### src/rtl/rc_input_buffer.sv
// Per-port input flit buffer feeding BiNoC route computation: circular FIFO with
// req/gnt pop handshake, one upstream credit per pop, and sticky error flags.
module rc_input_buffer #(
  parameter int DATA_WIDTH = 32,
  parameter int DEPTH      = 4,
  localparam int AW        = $clog2(DEPTH)
) (
  input  logic                  clk,
  input  logic                  rst,
  input  logic                  wr_en,
  input  logic [DATA_WIDTH-1:0] wr_data,
  input  logic                  req,
  output logic                  gnt,
  output logic                  empty,
  output logic                  full,
  output logic [DATA_WIDTH-1:0] data_out,
  output logic                  credit_out,
  output logic [AW:0]           count,
  output logic                  overflow_err,
  output logic                  underflow_err
);

  localparam logic [AW:0] FULL_CNT = (AW + 1)'(DEPTH);

  logic [DATA_WIDTH-1:0] mem [DEPTH];
  logic [AW-1:0]         wr_ptr;
  logic [AW-1:0]         rd_ptr;
  logic                  do_pop;
  logic                  do_push;
  logic [AW:0]           count_nxt;

  // Accept decisions use the pre-edge count; a concurrent pop frees a slot for a push at full.
  always_comb begin
    do_pop    = req && (count != '0);
    do_push   = wr_en && ((count != FULL_CNT) || do_pop);
    count_nxt = count;
    if (do_push && !do_pop)
      count_nxt = count + (AW + 1)'(1);
    else if (do_pop && !do_push)
      count_nxt = count - (AW + 1)'(1);
  end

  // Storage array is never reset; its contents are unreachable until rewritten.
  always_ff @(posedge clk) begin
    if (!rst && do_push)
      mem[wr_ptr] <= wr_data;
  end

  // Registered control, status and read-data stage.
  always_ff @(posedge clk) begin
    if (rst) begin
      wr_ptr        <= '0;
      rd_ptr        <= '0;
      count         <= '0;
      empty         <= 1'b1;
      full          <= 1'b0;
      gnt           <= 1'b0;
      credit_out    <= 1'b0;
      data_out      <= '0;
      overflow_err  <= 1'b0;
      underflow_err <= 1'b0;
    end else begin
      if (do_push)
        wr_ptr <= wr_ptr + AW'(1);
      if (do_pop) begin
        rd_ptr   <= rd_ptr + AW'(1);
        data_out <= mem[rd_ptr];
      end
      gnt        <= do_pop;
      credit_out <= do_pop;
      count      <= count_nxt;
      empty      <= (count_nxt == '0);
      full       <= (count_nxt == FULL_CNT);
      if (wr_en && !do_push)
        overflow_err <= 1'b1;
      if (req && (count == '0))
        underflow_err <= 1'b1;
    end
  end

endmodule

### config.mk
export PLATFORM = sky130hd
export DESIGN_NAME = rc_input_buffer
export DESIGN_NICKNAME = d
export VERILOG_FILES = /design/src/rtl/rc_input_buffer.sv
export SDC_FILE = /design/constraint.sdc
export NUM_CORES = 1
export LEC_CHECK = 0
export CAP_MARGIN = 30
export CORE_MARGIN = 3
export CORE_UTILIZATION = 55
export DETAILED_ROUTE_END_ITERATION = 8
export GPL_ROUTABILITY_DRIVEN = 0
export PLACE_DENSITY = 0.79
export SLEW_MARGIN = 5
export SYNTH_ARGS = -nofsm -noshare
export SYNTH_HDL_FRONTEND = slang
export SYNTH_SLANG_ARGS = --single-unit
### constraint.sdc
create_clock -name clk -period 2.9 [get_ports clk]
set_input_delay 0.435 -clock clk [delete_from_list [all_inputs] [get_ports clk]]
set_output_delay 0.435 -clock clk [all_outputs]
set_load 0.01 [all_outputs]
==> qor.txt, run 1 <==
status - finished, final reports clean
Most used DFF post-synth - sky130_fd_sc_hd__edfxtp_1
nature of the critical path startpoint - flop
worst IR drop on VDD - 0.000547 V
clock network fraction of total power - 0.350
total track usage - 0.204
register bit total from synthesis - 172
class of the most critical hold timing path - input pin to flop
Critical path origin - count[0]
Tmin final - 2.22 ns
measured slew at the worst slew-check pin - 0.882 ns
Post-Route Hold Slack - 0.428 ns
Lkg Pwr - 2.65 nW
CTS tree - done
placed wire-length estimate - 7.19 mm
clk_skew - 0.00652 ns
Routed wire per std cell - 19.1 um
wire length of the first global-routing pass - 19.7 mm
vias - 3518
summed instance area of the synthesized netlist - 0.00645 mm^2
I/O pin total - 77
Die X-Extent - 114 um
endpoint of the worst-slack reg-to-reg timing path - mem[2][28]
sequential fraction of design power - 0.466
share of cells above drive strength 1 - 0.179
CTS HTree Levels - 4
number of pins with negative max-slew slack in the final report - 0
fmax - 0.450 GHz
warning count from the yosys run - 0
commonest cells after routing, fill and taps aside - 128 x sky130_fd_sc_hd__edfxtp_1, 75 x sky130_fd_sc_hd__clkdlybuf4s50_1, 70 x sky130_fd_sc_hd__nand2_1
leading cell type in the layout, fill and taps excluded - sky130_fd_sc_hd__edfxtp_1
share of Yosys cell area claimed by the top area cell type - 0.596
source-to-sink clock delay at the later pin of the worst-skew pair - 0.42 ns
maximum number of pins on one net before global-route repair - 37
post-synthesis instance total - 393
post-placement setup slack - 0.366 ns
pwr/cell area - 803 mW/mm^2
number of setup buffers added after CTS - 0
sequential element share of the synthesized area - 0.732
fraction of synthesis flops using an asynchronous set or reset pin - 0
Placement Rows - 38
cell type with the largest total area after synthesis - sky130_fd_sc_hd__edfxtp_1
multi-input logic area - 0.00157 mm^2
DR DRC count - 0
violation count after the first detailed-route iteration - 276
worst endpoint data arrival time - 2.32 ns
unrepaired setup endpoints after global routing - no
Storage cell area - 0.00473 mm^2
Total Die Area - 0.0131 mm^2
switching power as a share of total power - 0.252
initial antenna violation count - 0
worst-case reg-to-reg path depth - 7
Final Worst Setup Slack - 0.676 ns
Reg clk slew, reported paths - 0.07 ns
post-layout net count - 517
initial core utilization - 0.580
syn_nets - 436
Placeable Area - 0.0111 mm^2
CP endpoint kind - flop
number of clock sinks seen by CTS - 172
CTS Root Cell - sky130_fd_sc_hd__clkbuf_16
final-report setup violation count - 0
Antenna diodes - 0
buffer levels on the longest clock path - 2
Unique masters post-synth - 35
# hold bufs at CTS - 0
worst setup path end - mem[2][28]
Die Y - 114 um
required time of the critical path - 2.99 ns
power share of the combinational group - 0.184
detailed-routing iteration count for the pre-antenna-repair pass - 4
EDFF count, synth - 128
share of the clock period used by the worst path after layout - 0.767
net switching power figure - 0.00161 W
count of final hold-check violations - 0
Congestion Overflow GR - 0
headroom to the max-slew limit - 0.412
cell-internal power - 0.00477 W
reg2reg setup slack - 0.68 ns
post-DR vias/cell - 5.61
Critical R2R Launch - count[0]
total of cells resized after clock tree synthesis - 0
wire length after detailed routing - 12.0 mm
reported max-cap violation count - 0
maximum net fanout on the critical path - 20
# fillers - 703
largest cells by area after synthesis - sky130_fd_sc_hd__edfxtp_1 60%, sky130_fd_sc_hd__dfxtp_1 14%, sky130_fd_sc_hd__mux4_2 11%
average cell area after synthesis - 16.4 um^2
Port Buf Inserts - 76
number of global-route vias before repair - 3703
area delta synth->final - 23.1%
Routed Antenna Nets - 0
Post-Route Setup TNS - 0 ns
worst setup path category - flop to flop
TritonCTS buffer count - 17
-- area by class of cell --
class,instances,share of cell area
Tap cell,140,0.0221
Clock inverter,13,0.0175
Sequential cell,172,0.595
Timing Repair Buffer,87,0.107
Inverter,6,0.00284
Clock buffer,19,0.0570
Multi-Input combinational cell,190,0.198
-- critical path: stages (launching register included) --
cell and delay, ns:
sky130_fd_sc_hd__dfxtp_1 0.41, sky130_fd_sc_hd__inv_1 0.11, sky130_fd_sc_hd__ha_1 0.35, sky130_fd_sc_hd__nand2_1 0.15, sky130_fd_sc_hd__nand2_1 0.13, sky130_fd_sc_hd__nor2_1 0.24, sky130_fd_sc_hd__and2_2 0.20, sky130_fd_sc_hd__buf_4 0.30
-- synth_stat cells (2+ instances only) --
master,instances
sky130_fd_sc_hd__edfxtp_1,128
sky130_fd_sc_hd__nand2_1,70
sky130_fd_sc_hd__dfxtp_1,44
sky130_fd_sc_hd__a21oi_1,35
sky130_fd_sc_hd__mux4_2,32
sky130_fd_sc_hd__nor2_1,11
sky130_fd_sc_hd__clkbuf_1,10
sky130_fd_sc_hd__buf_2,8
sky130_fd_sc_hd__ha_1,7
sky130_fd_sc_hd__inv_1,6
sky130_fd_sc_hd__and2_1,5
sky130_fd_sc_hd__buf_4,5
sky130_fd_sc_hd__mux2i_1,3
sky130_fd_sc_hd__nand2b_1,3
sky130_fd_sc_hd__nor2b_1,3
sky130_fd_sc_hd__a211oi_2,2
sky130_fd_sc_hd__buf_6,2
sky130_fd_sc_hd__xnor2_1,2
-- state kept, by name, indices dropped and copies added, names as in the netlist --
| signal | flops |
|---|---|
| mem | 128 |
| data_out | 32 |
| count | 3 |
| rd_ptr | 2 |
| wr_ptr | 2 |
| credit_out | 1 |
| empty | 1 |
| full | 1 |
| overflow_err | 1 |
| underflow_err | 1 |
-- metrics by stage --
step                utilization  cells  area [um^2]  total power (W)
global route              0.714    627         7940          0.00665
global placement          0.660    595         7350          0.00415
CTS                       0.714    627         7940          0.00643
detailed placement        0.660    595         7350          0.00419
finish                    0.714    627         7940          0.00637
floorplan                     -    393         6450          0.00375
-- layer usage --
metal  GRT usage  vias to the layer above  wire length (um)
li1            -                     1630                 -
met1       0.265                     1742              4780
met2       0.337                      125              6120
met3      0.0529                       21               862
met4      0.0728                        0               217
met5           0                        -                 0
-- worst min path at each step --
stage,start,end,slack [ns],depth (start not counted)
2_1_floorplan,wr_ptr[1],wr_ptr[1],0.47,2
3_3_place_gp,data_out[0],data_out[0],0.44,2
3_5_place_dp,data_out[19],data_out[19],0.45,2
4_1_cts,rst,credit_out,0.40,2
5_1_grt,rst,credit_out,0.43,2
6_report,rst,credit_out,0.43,2
-- power by group through the flow --
stage / logic [W] / clock network (W) / registers, W
2_1_floorplan: 0.000753 / 0 / 0.00300
3_3_place_gp: 0.00114 / 0 / 0.00301
3_5_place_dp: 0.00117 / 0 / 0.00302
4_1_cts: 0.00119 / 0.00227 / 0.00297
5_1_grt: 0.00128 / 0.00237 / 0.00300
6_report: 0.00117 / 0.00223 / 0.00297
-- cell families after synthesis --
| kind of cell | count (synthesis) | share of synthesized area |
|---|---|---|
| and+or+nand+nor | 97 | 0.0644 |
| AOI/OAI and AO/OA | 47 | 0.0429 |
| adders and majority gates | 7 | 0.0136 |
| buffers and inverters | 31 | 0.0248 |
| xor gates and xnor gates | 3 | 0.00407 |
| DFF | 172 | 0.732 |
| muxes | 36 | 0.118 |
(Power assumes the default switching activity.)
==> inputs of run 2 (changes only) <==
==> constraint.sdc (replaced) <==
create_clock -name clk -period 2.3 [get_ports clk]
set_input_delay 0.345 -clock clk [delete_from_list [all_inputs] [get_ports clk]]
set_output_delay 0.345 -clock clk [all_outputs]
set_load 0.01 [all_outputs]
==> run 2 against run 1 <==
Against the previous run: power is 29% higher; setup slack got worse by 0.42 ns; flip-flop and latch count stayed put; global-route usage about the same; sequential power rose by 24%; count of clock-buffer cells in the layout shrank 2; critical path depth stayed put; largest cell class unchanged; largest power group unchanged.
==> qor.txt, run 2 (synthesized netlist as in run 1, its figures left out) <==
status - finished, final reports clean
number of global-route vias before repair - 3711 (+0.22%)
Storage cell area - 0.00473 mm^2 (unchanged)
post-DR vias/cell - 5.65 (+0.64%)
measured slew at the worst slew-check pin - 0.504 ns (-0.378 ns)
DR DRC count - 0 (unchanged)
instance count along the most critical hold path - 2 (unchanged)
Total Die Area - 0.0131 mm^2 (unchanged)
share of the clock period used by the worst path after layout - 0.888 (+0.121)
Routed Antenna Nets - 0 (unchanged)
chain of cells forming the critical path - inv_1 > ha_1 > nand2_1 > nand2_1 > nor2_1 > and2_2 > buf_12
final cell count without fillers - 634 (+1.1%)
reg2reg setup slack - 0.26 ns (-0.42 ns)
clk_skew - 0.00550 ns (-0.00102 ns)
slowest library cell on the worst path - sky130_fd_sc_hd__dfxtp_1
worst setup path category - flop to flop
leading cell type in the layout, fill and taps excluded - sky130_fd_sc_hd__edfxtp_1
CTS tree - done
initial core utilization - 0.580 (unchanged)
Congestion Overflow GR - 0 (unchanged)
Critical R2R Launch - count[0]
number of setup buffers added after CTS - 0 (unchanged)
cell area after layout - 0.00808 mm^2 (+1.8%)
Largest register FFs - 128 (unchanged)
worst-case reg-to-reg path depth - 7 (unchanged)
multi-input logic area - 0.00157 mm^2 (unchanged)
worst min-delay path startpoint - data_out[1]
number of cells in the design after placement - 602 (+1.2%)
number of clock sinks seen by CTS - 172 (unchanged)
commonest cells after routing, fill and taps aside - 128 x sky130_fd_sc_hd__edfxtp_1, 75 x sky130_fd_sc_hd__clkdlybuf4s50_1, 70 x sky130_fd_sc_hd__nand2_1
post-place instance area - 0.00746 mm^2 (+1.6%)
endpoint of the worst-slack reg-to-reg timing path - mem[0][22]
post-layout net count - 524 (+1.4%)
maximum number of pins on one net before global-route repair - 44 (+19%)
Placeable Area - 0.0111 mm^2 (unchanged)
CP endpoint kind - flop
CTS Root Cell - sky130_fd_sc_hd__clkbuf_16
total of cells resized after clock tree synthesis - 0 (unchanged)
vias - 3580 (+1.8%)
maximum net fanout on the critical path - 21 (+5.0%)
Lkg Pwr - 2.70 nW (+2.0%)
source-to-sink clock delay at the later pin of the worst-skew pair - 0.41 ns (about the same)
fmax - 0.489 GHz (+8.8%)
wire length of the first global-routing pass - 19.7 mm (-0.35%)
worst IR drop on VDD - 0.000645 V (+18%)
sink of the worst hold path - data_out[1]
count of final hold-check violations - 0 (unchanged)
reported max-cap violation count - 0 (unchanged)
maximum cell stage delay along the critical path - 0.46 ns (+0.05 ns)
nature of the critical path startpoint - flop
Die Y - 114 um (unchanged)
# hold bufs at CTS - 0 (unchanged)
Tmin final - 2.04 ns (-0.181 ns)
Placement Rows - 38 (unchanged)
TritonCTS buffer count - 17 (unchanged)
violation count after the first detailed-route iteration - 318 (+15%)
class of the most critical hold timing path - flop to flop
share of cells above drive strength 1 - 0.188 (+0.00961)
unrepaired setup endpoints after global routing - no
cell type with the highest occurrence count on the critical path - sky130_fd_sc_hd__nand2_1
CTS HTree Levels - 4 (unchanged)
wire length after detailed routing - 12.3 mm (+3.0%)
total track usage - 0.204 (-0.000457)
initial antenna violation count - 0 (unchanged)
placed wire-length estimate - 7.49 mm (+4.0%)
number of pins with negative max-slew slack in the final report - 0 (unchanged)
register containing the most flip-flops in the final layout - mem
detailed-routing iteration count for the pre-antenna-repair pass - 6 (+2)
Antenna diodes - 0 (unchanged)
final-report setup violation count - 0 (unchanged)
pwr/cell area - 1020 mW/mm^2 (+27%)
Post-Route Setup TNS - 0 ns (unchanged)
Die X-Extent - 114 um (unchanged)
area delta synth->final - 25.3%
Reg clk slew, reported paths - 0.06 ns (about the same)
Routed wire per std cell - 19.5 um (+1.9%)
I/O pin total - 77 (unchanged)
headroom to the max-slew limit - 0.664 (+0.252)
# fillers - 695 (-1.1%)
worst endpoint data arrival time - 2.16 ns (-0.16 ns)
buffer levels on the longest clock path - 2 (unchanged)
largest registers ranked by flip-flop count - mem: 128 flops, data_out: 32 flops, count: 3 flops
required time of the critical path - 2.42 ns (-0.57 ns)
Port Buf Inserts - 76 (unchanged)
## run 2: worst max path at each step
| stage | from | to | slack (ns) | depth (start not counted) |
|---|---|---|---|---|
| 6_report | count[0] | mem[0][22] | 0.26 | 7 |
| 5_1_grt | count[0] | mem[0][9] | 0.07 | 7 |
| 4_1_cts | count[0] | mem[0][9] | 0.26 | 7 |
| 3_5_place_dp | req | mem[0][27] | 0.15 | 7 |
| 3_3_place_gp | req | mem[0][6] | 0.20 | 7 |
| 2_1_floorplan | count[0] | mem[0][0] | 0.24 | 7 |
## run 2: power breakdown
part / switching [W] / total, W / internal, W
sequential: 0.000124 / 0.00369 / 0.00357
combinational: 0.000762 / 0.00158 / 0.000822
clock: 0.00114 / 0.00296 / 0.00182
## run 2: through the flow
| stage | hold slack, ns | util | setup WS (ns) | power (W) |
|---|---|---|---|---|
| after floorplan | 0.444 | - | 0.244 | 0.00473 |
| after global placement | 0.440 | 0.671 | 0.202 | 0.00530 |
| after detailed placement | 0.446 | 0.671 | 0.154 | 0.00534 |
| after CTS | 0.454 | 0.727 | 0.255 | 0.00831 |
| after global routing | 0.467 | 0.727 | 0.0679 | 0.00857 |
| final | 0.453 | 0.727 | 0.257 | 0.00824 |
## run 2: layout make-up
class	count	area share
inverters	6	0.00279
well taps	140	0.0217
repair buffers	94	0.119
flip-flops and latches	172	0.585
clock buffers	17	0.0526
clock inverters	15	0.0241
multi-input cells	190	0.195
## run 2: critical path, delay by kind of cell (launching register included)
kind,cells,cell delay [ns]
buffers and inverters,2,0.33
AND/OR/NAND/NOR,4,0.72
adder cells (fa/ha/maj),1,0.22
flip-flops,1,0.46
## run 2: layer usage
| metal | wire length (um) | share of wire | track usage | up-vias |
|---|---|---|---|---|
| li1 | - | - | - | 1643 |
| met1 | 5050 | 0.41 | 0.259 | 1797 |
| met3 | 628 | 0.051 | 0.0492 | 18 |
| met5 | 0 | 0 | 0 | - |
| met4 | 200 | 0.016 | 0.0879 | 0 |
| met2 | 6460 | 0.52 | 0.336 | 122 |
